File: config.mk
export PLATFORM = sky130hd
export DESIGN_NAME = vec_mem_sequencer
export DESIGN_NICKNAME = d
export VERILOG_FILES = /design/src/rtl/vec_mem_pkg.sv /design/src/rtl/vec_lane_packer.sv /design/src/rtl/vec_mem_sequencer.sv
export SDC_FILE = /design/constraint.sdc
export NUM_CORES = 1
export LEC_CHECK = 0
export BUFFER_PORTS_ARGS = -buffer_cell sky130_fd_sc_hd__buf_2
export CAP_MARGIN = 20
export CORE_UTILIZATION = 48
export CTS_CLUSTER_SIZE = 20
export DETAILED_ROUTE_END_ITERATION = 12
export PLACE_DENSITY_LB_ADDON = 0.3
export SYNTH_ARGS = -nofsm -noshare
export SYNTH_HDL_FRONTEND = slang
export SYNTH_SLANG_ARGS = --single-unit
File: constraint.sdc
create_clock -name ap_clk -period 11.49 [get_ports ap_clk]
set_clock_uncertainty 0.1 [all_clocks]
set_input_delay 0.5745 -clock ap_clk [delete_from_list [all_inputs] [get_ports ap_clk]]
set_output_delay 0.5745 -clock ap_clk [all_outputs]
set_load 0.1 [all_outputs]
File: src/rtl/vec_mem_pkg.sv
// Shared state encoding and beat-sizing helpers for the vector memory sequencer.
package vec_mem_pkg;

  typedef enum logic [1:0] {IDLE, ISSUE, DRAIN, RESP} state_t;

  function automatic int beats(input int lanes, input int beat_lanes);
    return lanes / beat_lanes;
  endfunction

  function automatic int beat_cnt_width(input int n_beats);
    return $clog2(n_beats + 1);
  endfunction

endpackage

File: src/rtl/vec_lane_packer.sv
// Read-return path: MEM_LATENCY-deep valid/index pipe that lands each dmem beat in its lane slot.
// rsp_rdata is loaded with the fully assembled vector on the edge that captures the last beat.
module vec_lane_packer
  import vec_mem_pkg::*;
#(
  parameter int DATA_WIDTH  = 32,
  parameter int LANES       = 4,
  parameter int BEAT_LANES  = 2,
  parameter int MEM_LATENCY = 1,
  parameter int BEATS       = beats(LANES, BEAT_LANES),
  parameter int CW          = beat_cnt_width(BEATS)
) (
  input  logic                             i_clk,
  input  logic                             i_rst,
  input  logic                             i_flush,
  input  logic                             i_start,
  input  logic                             i_issue,
  input  logic [CW-1:0]                    i_idx,
  input  logic [BEAT_LANES*DATA_WIDTH-1:0] i_beat,
  output logic                             o_last,
  output logic [LANES*DATA_WIDTH-1:0]      o_rdata
);

  localparam int BW = BEAT_LANES * DATA_WIDTH;

  logic [MEM_LATENCY-1:0]        r_vld;
  logic [CW-1:0]                 r_idx [MEM_LATENCY];
  logic [CW-1:0]                 r_rcnt;
  logic [LANES*DATA_WIDTH-1:0]   r_asm;
  logic [LANES*DATA_WIDTH-1:0]   r_rdata;
  logic [LANES*DATA_WIDTH-1:0]   w_merged;
  logic                          w_cap;

  // Beats still in flight when a flush arrives are dropped rather than captured.
  assign w_cap   = r_vld[MEM_LATENCY-1] && !i_flush;
  assign o_last  = w_cap && (r_rcnt == CW'(BEATS - 1));
  assign o_rdata = r_rdata;

  always_comb begin
    w_merged = r_asm;
    w_merged[int'(r_idx[MEM_LATENCY-1]) * BW +: BW] = i_beat;
  end

  always_ff @(posedge i_clk or posedge i_rst) begin
    if (i_rst) begin
      r_vld   <= '0;
      for (int s = 0; s < MEM_LATENCY; s++) r_idx[s] <= '0;
      r_rcnt  <= '0;
      r_asm   <= '0;
      r_rdata <= '0;
    end else begin
      r_vld[0] <= i_issue && !i_flush;
      r_idx[0] <= i_idx;
      for (int s = 1; s < MEM_LATENCY; s++) begin
        r_vld[s] <= r_vld[s-1] && !i_flush;
        r_idx[s] <= r_idx[s-1];
      end
      if (i_start)    r_rcnt <= '0;
      else if (w_cap) r_rcnt <= r_rcnt + CW'(1);
      if (w_cap)  r_asm   <= w_merged;
      if (o_last) r_rdata <= w_merged;
    end
  end

endmodule

File: src/rtl/vec_mem_sequencer.sv
// Splits one LANES-wide vector load/store into BEAT_LANES-wide dmem beats, one per cycle,
// and returns a single response; stalls the pipeline via busy while an access is open.
module vec_mem_sequencer
  import vec_mem_pkg::*;
#(
  parameter int DATA_WIDTH  = 32,
  parameter int LANES       = 4,
  parameter int BEAT_LANES  = 2,
  parameter int ADDR_WIDTH  = 5,
  parameter int MEM_LATENCY = 1
) (
  input  logic                             ap_clk,
  input  logic                             ap_rst,
  input  logic                             req_valid,
  output logic                             req_ready,
  input  logic                             req_write,
  input  logic [31:0]                      req_addr,
  input  logic [LANES*DATA_WIDTH-1:0]      req_wdata,
  input  logic                             flush,
  output logic                             busy,
  output logic                             rsp_valid,
  output logic                             rsp_err,
  output logic [LANES*DATA_WIDTH-1:0]      rsp_rdata,
  output logic [ADDR_WIDTH-1:0]            dmem_address0,
  output logic                             dmem_ce0,
  output logic                             dmem_we0,
  output logic                             dmem_vec_en,
  output logic [BEAT_LANES*DATA_WIDTH-1:0] dmem_vecd,
  input  logic [BEAT_LANES*DATA_WIDTH-1:0] dmem_vecq
);

  localparam int BEATS = beats(LANES, BEAT_LANES);
  localparam int CW    = beat_cnt_width(BEATS);
  localparam int BW    = BEAT_LANES * DATA_WIDTH;

  generate
    if (LANES % BEAT_LANES != 0) begin : g_bad_lanes
      $error("vec_mem_sequencer: LANES must be a multiple of BEAT_LANES");
    end
    if (MEM_LATENCY < 1 || MEM_LATENCY > 3) begin : g_bad_latency
      $error("vec_mem_sequencer: MEM_LATENCY must be 1..3");
    end
  endgenerate

  state_t                      r_state, w_state_nxt;
  logic [CW-1:0]               r_icnt;
  logic [ADDR_WIDTH-1:0]       r_base;
  logic [LANES*DATA_WIDTH-1:0] r_wdata;
  logic                        r_write, r_err;
  logic                        w_accept, w_misal, w_issue, w_last_issue, w_last_cap;
  logic [ADDR_WIDTH-1:0]       w_off;
  logic                        w_unused_addr;

  assign w_unused_addr = &{1'b0, req_addr[31:ADDR_WIDTH+2]};

  assign req_ready    = (r_state == IDLE);
  assign w_accept     = req_valid && req_ready && !flush;
  assign w_misal      = (req_addr[1:0] != 2'b00);
  assign busy         = (r_state != IDLE) || (req_valid && !flush);
  assign w_issue      = (r_state == ISSUE);
  assign w_last_issue = w_issue && (r_icnt == CW'(BEATS - 1));
  // Address arithmetic stays ADDR_WIDTH wide so the beat address wraps around dmem.
  assign w_off        = ADDR_WIDTH'(int'(r_icnt) * BEAT_LANES);

  assign dmem_ce0      = w_issue;
  assign dmem_vec_en   = w_issue;
  assign dmem_we0      = w_issue && r_write;
  assign dmem_address0 = w_issue ? r_base + w_off : '0;
  assign dmem_vecd     = (w_issue && r_write) ? r_wdata[int'(r_icnt) * BW +: BW] : '0;
  assign rsp_valid     = (r_state == RESP);
  assign rsp_err       = rsp_valid && r_err;

  always_comb begin
    w_state_nxt = r_state;
    case (r_state)
      IDLE:    if (w_accept) w_state_nxt = w_misal ? RESP : ISSUE;
      ISSUE:   if (w_last_issue) w_state_nxt = r_write ? RESP : DRAIN;
      DRAIN:   if (w_last_cap) w_state_nxt = RESP;
      RESP:    w_state_nxt = IDLE;
      default: w_state_nxt = IDLE;
    endcase
    if (flush) w_state_nxt = IDLE;
  end

  always_ff @(posedge ap_clk or posedge ap_rst) begin
    if (ap_rst) begin
      r_state <= IDLE;
      r_icnt  <= '0;
      r_base  <= '0;
      r_wdata <= '0;
      r_write <= 1'b0;
      r_err   <= 1'b0;
    end else begin
      r_state <= w_state_nxt;
      if (w_accept) begin
        r_icnt  <= '0;
        r_base  <= req_addr[ADDR_WIDTH+1:2];
        r_wdata <= req_wdata;
        r_write <= req_write;
        r_err   <= w_misal;
      end else if (w_issue) begin
        r_icnt <= r_icnt + CW'(1);
      end
    end
  end

  vec_lane_packer #(
    .DATA_WIDTH (DATA_WIDTH),
    .LANES      (LANES),
    .BEAT_LANES (BEAT_LANES),
    .MEM_LATENCY(MEM_LATENCY)
  ) u_packer (
    .i_clk  (ap_clk),
    .i_rst  (ap_rst),
    .i_flush(flush),
    .i_start(w_accept),
    .i_issue(w_issue && !r_write),
    .i_idx  (r_icnt),
    .i_beat (dmem_vecq),
    .o_last (w_last_cap),
    .o_rdata(rsp_rdata)
  );

endmodule

==> run metrics, run 1 <==
status=complete, no violations; Clock power frac=~27%; sequential share of the synthesized area=roughly 58%; M1 WL=18400 um; final setup TNS=0 ps; Worst slew margin=28.7%; Max Cap Violations=0; # hold bufs at CTS=0; worst-skew pair later-pin latency=between 500 and 600 ps; drt first pass iters=5; P_int=approximately 3.2 mW; Mapped Cells=1489; mux cell area share after synthesis=roughly an eighth; standard-cell row count=about 70; Residual DRC=0; critical path data arrival time=between 2000 and 3000 ps; fin crit share=a little under a third; Core Footprint=between 0.03 and 0.04 mm^2; cts bufs inserted=43; Synthesized Nets=1732; crit start category=register; simple-gate share of the synthesized area=10.2%; via count=roughly 13000; library cells used by synthesis=39; hold_ws=between 150 and 200 ps; largest net degree at the start of global routing=approximately 180; clock sink count=400; Avg Synthesized Cell Area=11.7 um^2; Final Max Slew Viols=0; Cell Pwr Density=roughly 240 mW/mm^2; Synth Area in XOR/XNOR=less than 1%; P_leak=10.5 nW; Placed Area=0.0196 mm^2; Logic pwr share=approximately 35%; Compound-Gate Fraction of Synth Area=around 14%; initial antenna violation count=8; clock root buffer master=clkbuf_16; Vias per Instance=5.34; post-synthesis register bit count=400; Setup violations, final=0; hpwl dp=27600 um; register area=0.0100 mm^2; H-tree depth=2; met2 wire len=about 21000 um; DRT antenna net count=0; drt total wl=44100 um; Tot GR Track Use=a little under a quarter; share of cells above drive strength 1=34.0%; WL met3=between 3000 and 4000 um; die area=0.0370 mm^2; Top Ports=~430; Ys Warns=0; sw frac=a little under two fifths; max frequency=about 280 MHz; post-route minimum period=3530 ps; grt ovf=0; CP Max Fanout=47; fin area=roughly 0.021 mm^2; 1st-iter DRT viols=about 550; Top Metal Used=met5; clk buf depth=3; multi-input logic area=0.00678 mm^2; Reg power frac=between 30% and 40%; Die W=slightly below 200 um; routability cong.=0.767; main combinational cell family by area after synthesis=compound AO/OA/AOI/OAI gates; nature of the critical path endpoint=output port; first-pass GRT wire length=roughly 70000 um; Layout area overhead=21.2%; Post-synth EDFFs=0; filler cell count=between 3000 and 4000; Avg WL per Cell=between 15 and 20 um; Mapped Area=~0.017 mm^2; Psw=around 1.9 mW; CTS resizes=0; CTS tree=built; die height=between 150 and 200 um; Initial Util=roughly half; Worst-path clk slew=roughly 60 ps; Hold/Removal Path Class=input port to register; Post-synth ARST share=100%; post-CTS setup buffers=0; Top FF cell, synth=dfrtp_1; Worst Tran Pin Value=approximately 1100 ps; RSZ-0062 raised after global routing=no; number of global-route vias before repair=12900; WS Path Type=register to output port; Port Buffers=slightly above 400; Worst EP required=10820 ps; Fin. Hold Viols=0; fin nets=around 2100; adder-cell share of the synthesized area=approximately 1.1%; Peak VDD IR=between 0.15 and 0.2 mV
==> logic make-up after synthesis <==
kind of cell / Yosys count
fa+ha+maj: 14
buf+inv: 122
xor+xnor: 3
flops: 400
mux: 200
compound gates: 393
simple gates: 357
==> synth_stat cells (6+ instances only) <==
master | n | area [um^2]
a21oi_1 | 129 | 646
mux2i_1 | 65 | 651
o21ai_0 | 130 | 651
buf_1 | 9 | 33.8
mux2_2 | 96 | 1080
ha_1 | 13 | 163
inv_1 | 9 | 33.8
buf_4 | 6 | 45.0
buf_6 | 10 | 113
and2_1 | 8 | 50.1
clkbuf_1 | 35 | 131
nand2_1 | 133 | 499
a22o_1 | 128 | 1120
nor2_1 | 73 | 274
dfrtp_1 | 400 | 10000
nor2b_1 | 128 | 801
buf_2 | 53 | 265
mux2_4 | 38 | 571
==> stage by stage <==
step | cells | utilization (%) | worst slack [ps] | power [mW]
2_1_floorplan | 1489 | - | 5430 | 3.40
3_3_place_gp | 2262 | 55.1 | 7890 | 3.71
3_5_place_dp | 2262 | 55.1 | 7870 | 3.77
4_1_cts | 2341 | 59.0 | 7900 | 5.15
5_1_grt | 2348 | 59.2 | 7820 | 5.37
6_report | 2353 | 59.3 | 7960 | 5.11
==> state kept, by name, summed over array words and instances, names as in the netlist <==
| register | flops |
|---|---|
| r_base | 5 |
| r_err | 1 |
| r_icnt | 2 |
| r_state | 2 |
| r_wdata | 128 |
| r_write | 1 |
| u_packer.o_rdata | 128 |
| u_packer.r_asm | 128 |
| u_packer.r_idx | 2 |
| u_packer.r_rcnt | 2 |
| u_packer.r_vld | 1 |
==> layer usage <==
metal / vias up / global-route usage (%)
met5: - / 0
met4: 4 / 7.00
met3: 77 / 6.66
met2: 391 / 39.6
met1: 6193 / 30.6
li1: 5909 / -
==> critical path: stages (launching register included) <==
cell and delay [ps]:
dfrtp_4 670, buf_4 720, mux2i_1 180, nor2_1 200
buf_2 470
==> power by group through the flow <==
| stage | combinational [mW] | clock, mW | sequential, mW |
|---|---|---|---|
| 2_1_floorplan | 1.31 | 0 | 2.09 |
| 3_3_place_gp | 1.73 | 0 | 1.98 |
| 3_5_place_dp | 1.77 | 0 | 2.00 |
| 4_1_cts | 1.77 | 1.40 | 1.98 |
| 5_1_grt | 1.89 | 1.45 | 2.02 |
| 6_report | 1.76 | 1.37 | 1.98 |
==> placed cells by master, fill, tap and decap left out, drive strengths merged <==
master and n:
inv 9, and3 1, a22o 128, or3 1
nand2 133, and2 8, dfrtp 400, a21boi 1
nand3b 4, clkinv 9, buf 427, a21oi 129
nor2 74, a222oi 1, diode 10, o21ai 130
mux2 135, nor3b 2, and2b 1, ha 13
nor2b 128, and4bb 1, mux2i 65, a211o 1
fa 1, nor3 1, bufinv 2, and4b 1
clkbuf 65, nand2b 2, clkinvlp 3, xor2 1
a211oi 3, xnor2 2
==> final timing paths <==
path | to | slack [ps] | start | cells past startpoint
hold / removal | r_wdata[28] | 160 | req_wdata[28] | 2
setup / recovery | dmem_vecd[36] | 7960 | r_icnt[0] | 4
hold reg to reg | u_packer.o_rdata[88] | 370 | u_packer.o_rdata[88] | 2
setup reg to reg | u_packer.r_asm[28] | 8100 | u_packer.r_idx[0] | 5
min in group asynchronous | r_err | 250 | ap_rst | 3
max in group asynchronous | u_packer.o_rdata[73] | 8990 | ap_rst | 6
==> cell type report <==
class | count | share of cell area (%)
antenna | 10 | 0.119
sequential | 400 | 47.5
inverter | 9 | 0.178
multi-input combinational | 967 | 32.2
tap | 461 | 2.74
timing repair buffer | 427 | 10.6
clock inverter | 14 | 0.700
clock buffer | 65 | 5.98
Power figures use the tool's default switching activity.
==> run 2: changes to the inputs <==
--- a/config.mk
+++ b/config.mk
@@ -5,9 +5,10 @@
 export SDC_FILE = /design/constraint.sdc
 export NUM_CORES = 1
 export LEC_CHECK = 0
+export ABC_AREA = 1
 export BUFFER_PORTS_ARGS = -buffer_cell sky130_fd_sc_hd__buf_2
 export CAP_MARGIN = 20
-export CORE_UTILIZATION = 48
+export CORE_UTILIZATION = 49
 export CTS_CLUSTER_SIZE = 20
 export DETAILED_ROUTE_END_ITERATION = 12
 export PLACE_DENSITY_LB_ADDON = 0.3
==> constraint.sdc (replaced) <==
create_clock -name ap_clk -period 3.1 [get_ports ap_clk]
set_clock_uncertainty 0.1 [all_clocks]
set_input_delay 0.155 -clock ap_clk [delete_from_list [all_inputs] [get_ports ap_clk]]
set_output_delay 0.155 -clock ap_clk [all_outputs]
set_load 0.1 [all_outputs]
==> run metrics, run 2 <==
Avg WL per Cell=16.6 um (-11%); Top Ports=433 (unchanged); clock root buffer master=clkbuf_16; Top Metal Used=met4; fin area=0.0242 mm^2 (+15%); launch point of the worst hold path=req_valid; Setup violations, final=0 (unchanged); simple-gate share of the synthesized area=27.9% (+18 points); cts bufs inserted=43 (unchanged); Placed Area=0.0207 mm^2 (+5.6%); Hold EP=r_wdata[1]; most frequent cells in the layout=1262 x nand2_1, 399 x dfrtp_1, 390 x buf_2; Hold/Removal Path Class=input port to register; CTS tree=built; H-tree depth=2 (unchanged); via count=17900 (+42%); Tot GR Track Use=29.4% (+5.5 points); drt first pass iters=8 (+3); share of cells above drive strength 1=19.3% (-15 points); Critical R2R Launch=u_packer.r_idx[0]; Max Cap Violations=0 (unchanged); initial antenna violation count=6 (-2); Worst Tran Pin Value=1080 ps (+13.6 ps); drt total wl=57000 um (+29%); Synth Area in XOR/XNOR=0.0951% (-0.056 points); hpwl dp=31500 um (+14%); Ys Warns=0 (unchanged); fin crit share=96.6%; 1st-iter DRT viols=1434 (+160%); Mapped Area=0.0184 mm^2 (+5.9%); hold path cells=5 (+3); fin nets=3162 (+51%); Worst slew margin=27.4% (-1.4 points); routability cong.=0.822 (+7.1%); post-CTS setup buffers=0 (unchanged); main combinational cell family by area after synthesis=simple AND/OR/NAND/NOR gates; Peak VDD IR=0.579 mV (+220%); mux cell area share after synthesis=0.0544% (-13 points); critical path data arrival time=2740 ps (-110 ps); register area=0.0100 mm^2 (unchanged); die height=196 um (+1.8%); Cell Pwr Density=949 mW/mm^2 (+290%); Tot Pwr=22.9 mW (+350%); most common cell after layout, fill and taps aside=nand2_1; grt ovf=0 (unchanged); Worst EP required=2840 ps (-7980 ps); Fin. Hold Viols=0 (unchanged); DRT antenna net count=0 (unchanged); Vias per Instance=5.23 (-2.2%); Avg Synthesized Cell Area=7.77 um^2 (-34%); number of global-route vias before repair=17800 (+38%); clock sink count=400 (unchanged); clk buf depth=3 (unchanged); CP Max Fanout=64 (+36%); sequential share of the synthesized area=54.4% (-3.2 points); adder-cell share of the synthesized area=0.992% (-0.058 points); post-synthesis register bit count=400 (unchanged); M1 WL=22700 um (+23%); hold_ws=27.0 ps (-137 ps); Post-synth ARST share=100% (unchanged); Mapped Cells=2371 (+59%); first-pass GRT wire length=90500 um (+30%); Top FF cell, synth=dfrtp_1; Area contributors post-synth=dfrtp_1 54%, nand2_1 26%, inv_1 4.3%; die area=0.0384 mm^2 (+3.7%); multi-input logic area=0.00689 mm^2 (+1.6%); RSZ-0062 raised after global routing=no; WS Path Type=register to output port; standard-cell row count=70 (+1.4%); P_leak=13.9 nW (+32%); Worst-path clk slew=60 ps (about the same); Die W=196 um (+1.8%); status=complete, no violations; met2 wire len=27200 um (+28%); Worst R2R Path Depth=8 (+3); Initial Util=50.1% (+1.2 points); Register-to-Register Setup Slack=460 ps (-7640 ps); largest net degree at the start of global routing=130 (-29%); worst-skew pair later-pin latency=560 ps (about the same); Final Max Slew Viols=0 (unchanged); crit start category=register; Layout area overhead=31.2%; Synthesized Nets=2614 (+51%); library cells used by synthesis=27 (-31%); Synth top area share=54.4% (-3.2 points); filler cell count=2777 (-7.8%); Worst R2R End=u_packer.o_rdata[74]; Port Buffers=407 (unchanged); Core Footprint=0.0368 mm^2 (+3.4%); max frequency=334 MHz; Compound-Gate Fraction of Synth Area=8.21% (-6.0 points); WL met3=4690 um (+38%); Residual DRC=0 (unchanged); nature of the critical path endpoint=output port; post-route minimum period=approximately 3000 ps; cell taking the most area after synthesis=dfrtp_1; commonest cells in the netlist=1262 x nand2_1, 400 x dfrtp_1, 210 x inv_1; count leader, synth=nand2_1; Post-synth EDFFs=0 (unchanged)
[run 2: changes by cell type after synthesis, sizes merged, moves of 61 or more]
cell and change:
nand2 +1130, nor2b -128, nand3 +61, inv +206, a22o -128, mux2 -135
a21oi -129, o21ai +133, mux2i -64
[run 2: repair_timing]
item,CTS,global route
hold endpoints to repair,416,0
gates resized for setup,1,19
hold buffers,204,0
endpoints found under the setup margin,64,61
[run 2: logic make-up (layout without fill, tap and decap cells)]
logic type               Yosys count  in the layout
multiplexers                       1              1
other                              0              7
adder cells (fa/ha/maj)           14             14
XOR/XNOR                           2              2
flip-flops                       400            400
buffers and inverters            352            931
AND/OR/NAND/NOR                 1338           1338
AO/OA/AOI/OAI                    264            264
[run 2: routing by layer]
layer	GRT usage [%]	vias up
met5	0	-
met3	4.95	191
li1	-	8296
met1	37.4	8489
met4	13.3	0
met2	49.4	933
[run 2: layout make-up]
cell class,count,share of cell area [%]
clock buffers,61,5.20
diodes,7,0.0725
flip-flops and latches,400,41.5
repair buffers,638,18.4
multi-input cells,1619,28.5
clock inverters,15,0.440
inverters,217,3.43
well taps,468,2.42
[run 2: worst max path at each step]
stage               start             to  slack, ps
2_1_floorplan      ap_rst      r_base[0]      -2540
3_3_place_gp   r_state[1]  dmem_vecd[27]        540
3_5_place_dp   r_state[1]  dmem_vecd[17]        530
4_1_cts        r_state[1]  dmem_vecd[17]         80
5_1_grt        r_state[1]  dmem_vecd[14]        0.4
6_report       r_state[1]  dmem_vecd[14]        110
[run 2: worst max-delay path: stages (launching register included)]
cell and delay (ps):
dfrtp_1 420, inv_1 140, ha_1 250, nand2_1 150, nor2_4 120, buf_8 360
nand2_1 160, inv_1 100, buf_2 430
[run 2: per-stage QoR]
stage | setup slack [ps] | utilization (%) | cells | setup TNS [ps]
after floorplan | -2540 | - | 2371 | -1016310
after global placement | 540 | 56.2 | 3138 | 0
after detailed placement | 530 | 56.2 | 3138 | 0
after CTS | 75.5 | 65.5 | 3418 | 0
after global routing | 0.425 | 65.7 | 3424 | 0
final | 106 | 65.7 | 3425 | 0
[run 2: power by group]
group          total, mW  leakage [nW]  internal (mW)  switching (mW)
logic               9.75          7.91           2.32            7.42
clock network       5.02         0.681           2.90            2.12
registers           8.15          5.30           7.08            1.07
